[config.mk]
export PLATFORM = sky130hd
export DESIGN_NAME = hawk_tbl_wr_mngr
export DESIGN_NICKNAME = d
export VERILOG_FILES = /design/src/rtl/hacd_pkg.sv /design/src/rtl/hawk_rd_pkg.sv /design/src/rtl/hawk_tbl_wr_mngr.sv
export SDC_FILE = /design/constraint.sdc
export NUM_CORES = 2
export LEC_CHECK = 0
export BUFFER_PORTS_ARGS = -buffer_cell sky130_fd_sc_hd__buf_2
export CAP_MARGIN = 20
export CORE_AREA = 4 4 543 545
export DETAILED_ROUTE_END_ITERATION = 8
export DIE_AREA = 0 0 547 549
export GPL_ROUTABILITY_DRIVEN = 0
export PLACE_DENSITY_LB_ADDON = 0.05
export SYNTH_ARGS = -nofsm -noshare
export SYNTH_HDL_FRONTEND = slang
export SYNTH_SLANG_ARGS = --single-unit
[constraint.sdc]
create_clock -name clk_i -period 24.6 [get_ports clk_i]
set_input_delay 4.92 -clock clk_i [delete_from_list [all_inputs] [get_ports clk_i]]
set_output_delay 4.92 -clock clk_i [all_outputs]
set_load 0.02 [all_outputs]
[src/rtl/hacd_pkg.sv]
// Shared HACD definitions: AXI widths, table geometry, table base
// addresses and the table entry types.
package hacd_pkg;

    localparam int AXI_ADDR_W    = 64;
    localparam int AXI_DATA_W    = 512;
    localparam int AXI_STRB_W    = AXI_DATA_W / 8;

    // Entry ids run 1..MAX; id 0 is reserved as "no entry".
    localparam int ATT_ENTRY_MAX = 1024;
    localparam int LST_ENTRY_MAX = 512;

    localparam logic [AXI_ADDR_W-1:0] HAWK_ATT_START  = 64'h0000_0001_0000_0000;
    localparam logic [AXI_ADDR_W-1:0] HAWK_LIST_START = 64'h0000_0002_0000_0000;

    typedef logic [63:0]  AttEntry;
    typedef logic [127:0] ListEntry;

    // Bits needed to hold the value itself, so the largest id (== MAX) fits.
    function automatic int clogb2(input int value);
        int r;
        r = 0;
        for (int v = value; v > 0; v = v >> 1) begin
            r = r + 1;
        end
        return r;
    endfunction

    localparam int ATT_ID_W = clogb2(ATT_ENTRY_MAX);
    localparam int LST_ID_W = clogb2(LST_ENTRY_MAX);

endpackage

[src/rtl/hawk_rd_pkg.sv]
// HAWK table helpers shared by the read and write paths: line address
// and slot decode for ATT (8 x 64-bit per line) and list (4 x 128-bit
// per line), entry extraction and the write-side merge/strobe builders.
package hawk_rd_pkg;

    import hacd_pkg::*;

    typedef enum logic {
        TBL_WR_ATT = 1'b0,
        TBL_WR_TOL = 1'b1
    } TBL_WR_TYPE;

    // Arithmetic is done at full address width so the last id never wraps.
    function automatic logic [AXI_ADDR_W-1:0] att_line_addr(input logic [ATT_ID_W-1:0] id);
        logic [AXI_ADDR_W-1:0] idx;
        idx = AXI_ADDR_W'(id) - AXI_ADDR_W'(1);
        return HAWK_ATT_START + ((idx >> 3) << 6);
    endfunction

    function automatic logic [AXI_ADDR_W-1:0] lst_line_addr(input logic [LST_ID_W-1:0] id);
        logic [AXI_ADDR_W-1:0] idx;
        idx = AXI_ADDR_W'(id) - AXI_ADDR_W'(1);
        return HAWK_LIST_START + ((idx >> 2) << 6);
    endfunction

    function automatic logic [2:0] att_slot(input logic [ATT_ID_W-1:0] id);
        return 3'(id - ATT_ID_W'(1));
    endfunction

    // id[1:0] 01->0, 10->1, 11->2, 00->3, i.e. (id-1) modulo 4.
    function automatic logic [1:0] lst_slot(input logic [LST_ID_W-1:0] id);
        return 2'(id - LST_ID_W'(1));
    endfunction

    function automatic AttEntry att_get(input logic [AXI_DATA_W-1:0] line,
                                        input logic [2:0] slot);
        return line[{slot, 6'd0} +: 64];
    endfunction

    function automatic ListEntry lst_get(input logic [AXI_DATA_W-1:0] line,
                                         input logic [1:0] slot);
        return line[{slot, 7'd0} +: 128];
    endfunction

    function automatic logic [AXI_DATA_W-1:0] att_merge(input logic [AXI_DATA_W-1:0] line,
                                                        input AttEntry entry,
                                                        input logic [2:0] slot);
        logic [AXI_DATA_W-1:0] d;
        d = line;
        d[{slot, 6'd0} +: 64] = entry;
        return d;
    endfunction

    function automatic logic [AXI_DATA_W-1:0] lst_merge(input logic [AXI_DATA_W-1:0] line,
                                                        input ListEntry entry,
                                                        input logic [1:0] slot);
        logic [AXI_DATA_W-1:0] d;
        d = line;
        d[{slot, 7'd0} +: 128] = entry;
        return d;
    endfunction

    function automatic logic [AXI_STRB_W-1:0] att_strb(input logic [2:0] slot);
        return AXI_STRB_W'(64'hFF) << {slot, 3'd0};
    endfunction

    function automatic logic [AXI_STRB_W-1:0] lst_strb(input logic [1:0] slot);
        return AXI_STRB_W'(64'hFFFF) << {slot, 4'd0};
    endfunction

endpackage

[src/rtl/hawk_tbl_wr_mngr.sv]
// HAWK table write manager: turns one ATT or list entry update into a
// single-beat 64-byte AXI write and reports completion with done_o/err_o.
// Build option HAWK_WR_BYTE_STROBE_EN: write only the target entry bytes
// via wstrb instead of read-modify-writing the whole line from line_i.
//
// state  | meaning
// IDLE   | ready for a request (req_ready_o = 1)
// SEND   | AW and W beats outstanding, each dropped once accepted
// WAIT_B | both beats accepted, waiting for the write response
// DONE   | one-cycle done_o pulse, err_o valid, back to IDLE

`ifndef HACD_AXI4_ADDR_WIDTH
`define HACD_AXI4_ADDR_WIDTH 64
`endif
`ifndef HACD_AXI4_DATA_WIDTH
`define HACD_AXI4_DATA_WIDTH 512
`endif

module hawk_tbl_wr_mngr
    import hacd_pkg::*;
    import hawk_rd_pkg::*;
#(
    parameter logic [3:0] WR_ID = 4'd1
) (
    input  logic                             clk_i,
    input  logic                             rst_i,
    input  logic                             req_valid_i,
    output logic                             req_ready_o,
    input  TBL_WR_TYPE                       req_type_i,
    input  logic [ATT_ID_W-1:0]              att_entry_id_i,
    input  AttEntry                          att_entry_i,
    input  logic [LST_ID_W-1:0]              lst_entry_id_i,
    input  ListEntry                         lst_entry_i,
    input  logic [`HACD_AXI4_DATA_WIDTH-1:0] line_i,
    output logic                             awvalid_o,
    output logic [`HACD_AXI4_ADDR_WIDTH-1:0] awaddr_o,
    output logic [3:0]                       awid_o,
    output logic [7:0]                       awlen_o,
    output logic [2:0]                       awsize_o,
    output logic [1:0]                       awburst_o,
    input  logic                             awready_i,
    output logic                             wvalid_o,
    output logic [511:0]                     wdata_o,
    output logic [63:0]                      wstrb_o,
    output logic                             wlast_o,
    input  logic                             wready_i,
    input  logic                             bvalid_i,
    input  logic [1:0]                       bresp_i,
    output logic                             bready_o,
    output logic                             done_o,
    output logic                             err_o
);

    typedef enum logic [1:0] {
        IDLE   = 2'd0,
        SEND   = 2'd1,
        WAIT_B = 2'd2,
        DONE   = 2'd3
    } state_t;

    state_t state_q, state_d;

    logic                  aw_pend_q;
    logic                  w_pend_q;
    logic                  err_q;
    logic [AXI_ADDR_W-1:0] addr_q;
    logic [AXI_DATA_W-1:0] data_q;
    logic [AXI_STRB_W-1:0] strb_q;

    logic                  accept;
    logic                  id_zero;
    logic [2:0]            att_sl;
    logic [1:0]            lst_sl;
    logic [AXI_ADDR_W-1:0] nxt_addr;
    logic [AXI_DATA_W-1:0] nxt_data;
    logic [AXI_STRB_W-1:0] nxt_strb;
    logic                  aw_hs;
    logic                  w_hs;

    assign att_sl = att_slot(att_entry_id_i);
    assign lst_sl = lst_slot(lst_entry_id_i);

`ifdef HAWK_WR_BYTE_STROBE_EN
    logic unused_line;
    assign unused_line = ^line_i;
`endif

    // Decode the incoming request into line address, write data and strobes.
    always_comb begin
        id_zero  = 1'b0;
        nxt_addr = '0;
        nxt_data = '0;
        nxt_strb = '0;
        if (req_type_i == TBL_WR_ATT) begin
            id_zero  = (att_entry_id_i == '0);
            nxt_addr = att_line_addr(att_entry_id_i);
`ifdef HAWK_WR_BYTE_STROBE_EN
            nxt_data = att_merge('0, att_entry_i, att_sl);
            nxt_strb = att_strb(att_sl);
`else
            nxt_data = att_merge(line_i, att_entry_i, att_sl);
            nxt_strb = '1;
`endif
        end else begin
            id_zero  = (lst_entry_id_i == '0);
            nxt_addr = lst_line_addr(lst_entry_id_i);
`ifdef HAWK_WR_BYTE_STROBE_EN
            nxt_data = lst_merge('0, lst_entry_i, lst_sl);
            nxt_strb = lst_strb(lst_sl);
`else
            nxt_data = lst_merge(line_i, lst_entry_i, lst_sl);
            nxt_strb = '1;
`endif
        end
    end

    // State register.
    always_ff @(posedge clk_i or posedge rst_i) begin
        if (rst_i) begin
            state_q <= IDLE;
        end else begin
            state_q <= state_d;
        end
    end

    // Next state and handshake outputs.
    always_comb begin
        state_d     = state_q;
        req_ready_o = 1'b0;
        awvalid_o   = 1'b0;
        wvalid_o    = 1'b0;
        bready_o    = 1'b0;
        done_o      = 1'b0;
        err_o       = 1'b0;
        case (state_q)
            IDLE: begin
                req_ready_o = 1'b1;
                if (req_valid_i) begin
                    state_d = id_zero ? DONE : SEND;
                end
            end
            SEND: begin
                awvalid_o = aw_pend_q;
                wvalid_o  = w_pend_q;
                if ((!aw_pend_q || awready_i) && (!w_pend_q || wready_i)) begin
                    state_d = WAIT_B;
                end
            end
            WAIT_B: begin
                bready_o = 1'b1;
                if (bvalid_i) begin
                    state_d = DONE;
                end
            end
            DONE: begin
                done_o  = 1'b1;
                err_o   = err_q;
                state_d = IDLE;
            end
            default: state_d = IDLE;
        endcase
    end

    assign accept = (state_q == IDLE) && req_valid_i;
    assign aw_hs  = awvalid_o && awready_i;
    assign w_hs   = wvalid_o && wready_i;

    // Capture the payload on accept; track which beats are still pending.
    always_ff @(posedge clk_i or posedge rst_i) begin
        if (rst_i) begin
            aw_pend_q <= 1'b0;
            w_pend_q  <= 1'b0;
            err_q     <= 1'b0;
            addr_q    <= '0;
            data_q    <= '0;
            strb_q    <= '0;
        end else begin
            if (accept) begin
                err_q <= id_zero;
                if (!id_zero) begin
                    aw_pend_q <= 1'b1;
                    w_pend_q  <= 1'b1;
                    addr_q    <= nxt_addr;
                    data_q    <= nxt_data;
                    strb_q    <= nxt_strb;
                end
            end else begin
                if (aw_hs) begin
                    aw_pend_q <= 1'b0;
                end
                if (w_hs) begin
                    w_pend_q <= 1'b0;
                end
                if ((state_q == WAIT_B) && bvalid_i) begin
                    err_q <= (bresp_i != 2'b00);
                end
            end
        end
    end

    assign awaddr_o  = addr_q;
    assign awid_o    = WR_ID;
    assign awlen_o   = 8'd0;
    assign awsize_o  = 3'b110;
    assign awburst_o = 2'b01;
    assign wdata_o   = data_q;
    assign wstrb_o   = strb_q;
    assign wlast_o   = 1'b1;

endmodule
==> run metrics <==
Logic pwr share 44.7%; CTS Sinks 529; Max-Cap Viols 0; Num CTS Buffers 94; DR DRC count 0; warnings from Yosys 0; Hold EP wdata_o[298]; core area 290100 sq um; worst hold slack 467.7 ps; max-slew violation count 0; Worst Setup SP lst_entry_id_i[4]; initial antenna violation count 213; VDD IR-drop max 47.88 uV; wire length after detailed routing 303700 um; Crit Path Class in2reg; Power, Total 5.252 mW; Reg2Reg Depth 8; most frequent cells in the layout 1342 x buf_2, 702 x a221oi_1, 598 x nand2_1, 529 x dfrtp_1, 385 x o31ai_1; min-delay src wdata_o[298]; Post-synth ARST share 100.0%; total number of vias 38776; vias in the first global route 38715; Root Buffer clkbuf_16; Via density 4.480; Worst Hold Depth 2; post-synthesis register bit count 529; worst flop-to-flop path endpoint wdata_o[68]; ranking of synthesized cells by area dfrtp_1 39%, a221oi_1 18%, o31ai_1 8.6%, nand2_1 6.7%, mux2_2 4.3%; first-pass GRT wire length 401500 um; DRT Pass-1 Iters 7; fin crit share 37.19%; area leader, netlist dfrtp_1; CTS tree yes; gr ovfl total 0; worst-skew pair later-pin latency 800 ps; Min-Delay Path Class reg2reg; largest net degree at the start of global routing 186; clk slew on worst S/H paths 60 ps; Unique masters post-synth 51; NumNets Final 5389; RR Startpoint state_q[0]; Starting Density 11.58%; Tot GR Track Use 19.29%; Die Area 300300 sq um; Longest Clk Path Bufs 4; Syn Std Cell Area 33600 sq um; Power Density 113.6 nW/um^2; Hold Fails Final Rpt 0; Syn Inst Count 3705; Fillers 32941; Clk pwr share 26.0%; cell-internal power 2.754 mW; crit path launch type input pin; worst relative slew slack 24.12%; share of cells above drive strength 1 36.56%; initial DRC count 2909; post-cts resize count 0; LEAKAGE 19.71 nW; Setup Viol. Count Final 0; Die Wd 547 um; Net Sw Power 2.498 mW; sw frac 47.56%; Avg WL per Cell 35.08 um; hold_buf cts 0; Crit Path Max Fanout 185; number of I/O pins 1398; Syn-to-layout area delta 37.55%; Worst setup EP type flip-flop; EDFF count, synth 0; Main synth FF type dfrtp_1; final core occ 15.93%; postcts setup bufs 0; Worst Tran Pin Value 1138 ps; Sequential Power Share 29.4%; synthesized area per cell 9.070 sq um; register area share after synthesis 39.39%; Min Clock Period, post-route 9150 ps; RSZ-0062 raised after global routing false; clock skew 46.10 ps; post-synth top area share 39.39%; I/O Buffers 1343; Crit path required time 25230 ps; reg2reg setup slack 20090 ps; Worst Path Arrival 9780 ps; Fin Setup TNS 0 ps; Detail Route Antenna Nets 0; Die Y-Extent 549 um; hpwl dp 213400 um; row cnt 198; most common cell after layout, fill and taps aside buf_2; outcome complete, no violations; H-tree Lvls 3; fmax 109.3 MHz
[synthesized netlist by cell type, types with 5 or more instances]
| cell type | instances |
|---|---|
| a221oi_1 | 702 |
| nand2_1 | 599 |
| dfrtp_1 | 529 |
| o31ai_1 | 385 |
| clkbuf_1 | 350 |
| a21oi_1 | 199 |
| buf_4 | 165 |
| nor2_1 | 139 |
| mux2_2 | 128 |
| buf_2 | 96 |
| nand3_1 | 70 |
| a221o_1 | 64 |
| a32o_1 | 64 |
| o21ai_0 | 52 |
| o21ai_1 | 24 |
| buf_1 | 18 |
| ha_1 | 16 |
| inv_1 | 14 |
| buf_6 | 10 |
| xor2_1 | 7 |
| xnor2_1 | 6 |
| and2_1 | 5 |
| mux2i_1 | 5 |
| nor3_1 | 5 |
[cell families after synthesis]
kind of cell	after synthesis	synth area share (%)
multiplexers	133	4.438
buffers and inverters	656	9.752
XOR/XNOR	14	0.3873
adder cells (fa/ha/maj)	16	0.5957
AO/OA/AOI/OAI	1506	35.19
other	2	0.02235
AND/OR/NAND/NOR	849	10.22
flip-flops	529	39.39
[power by group through the flow]
stage | logic [mW] | clock network [mW] | registers [mW]
after floorplan | 0.759 | 0 | 2.00
final | 2.35 | 1.36 | 1.54
after global routing | 2.54 | 1.45 | 1.60
after CTS | 2.41 | 1.43 | 1.55
after detailed placement | 2.40 | 0 | 1.56
after global placement | 2.42 | 0 | 1.57
[worst max-delay path, cell delays in order]
cell and delay (ps):
buf_2 140, nor4_1 930, nand4_1 390, nand3_4 710
buf_4 850, buf_12 540, buf_12 600, o31ai_1 230
[worst max path at each step]
| stage | end | slack, ps | cells past startpoint |
|---|---|---|---|
| 6_report | wdata_o[68] | 15450 | 8 |
| 5_1_grt | wdata_o[455] | 15090 | 9 |
| 4_1_cts | wdata_o[68] | 15440 | 10 |
| 3_5_place_dp | wdata_o[68] | 14510 | 10 |
| 3_3_place_gp | wdata_o[387] | 14480 | 10 |
| 2_1_floorplan | aw_pend_q | 4900 | 1 |
[metal layers]
| layer | up-vias | track usage (%) | wire length (um) |
|---|---|---|---|
| met5 | - | 0 | 899 |
| met4 | 140 | 4.515 | 7928 |
| met3 | 527 | 6.111 | 23490 |
| met2 | 1732 | 33.00 | 146700 |
| met1 | 20009 | 23.47 | 124700 |
| li1 | 16368 | - | - |
[area by class of cell]
cell class	count	area [sq um]	share of cell area (%)
inverters	17	101.3	0.2193
clock inverters	14	113.9	0.2463
well taps	3900	4880	10.56
diodes	49	122.6	0.2653
clock buffers	150	2865	6.199
flip-flops and latches	529	13240	28.64
multi-input cells	2572	17430	37.72
repair buffers	1425	7467	16.16
[per-stage QoR]
| step | instances | setup WS, ps | instance area [sq um] |
|---|---|---|---|
| 2_1_floorplan | 3757 | 4898 | 33800 |
| 3_3_place_gp | 8441 | 14480 | 43080 |
| 3_5_place_dp | 8443 | 14510 | 43120 |
| 4_1_cts | 8607 | 15440 | 46100 |
| 5_1_grt | 8626 | 15090 | 46150 |
| 6_report | 8656 | 15450 | 46220 |
[state kept, by name (all words and copies together), names as in the netlist]
name,flops
err_q,1
wdata_o,512
state_q,2
wstrb_o,1
aw_pend_q,1
w_pend_q,1
awaddr_o,11
(Power assumes the default switching activity.)
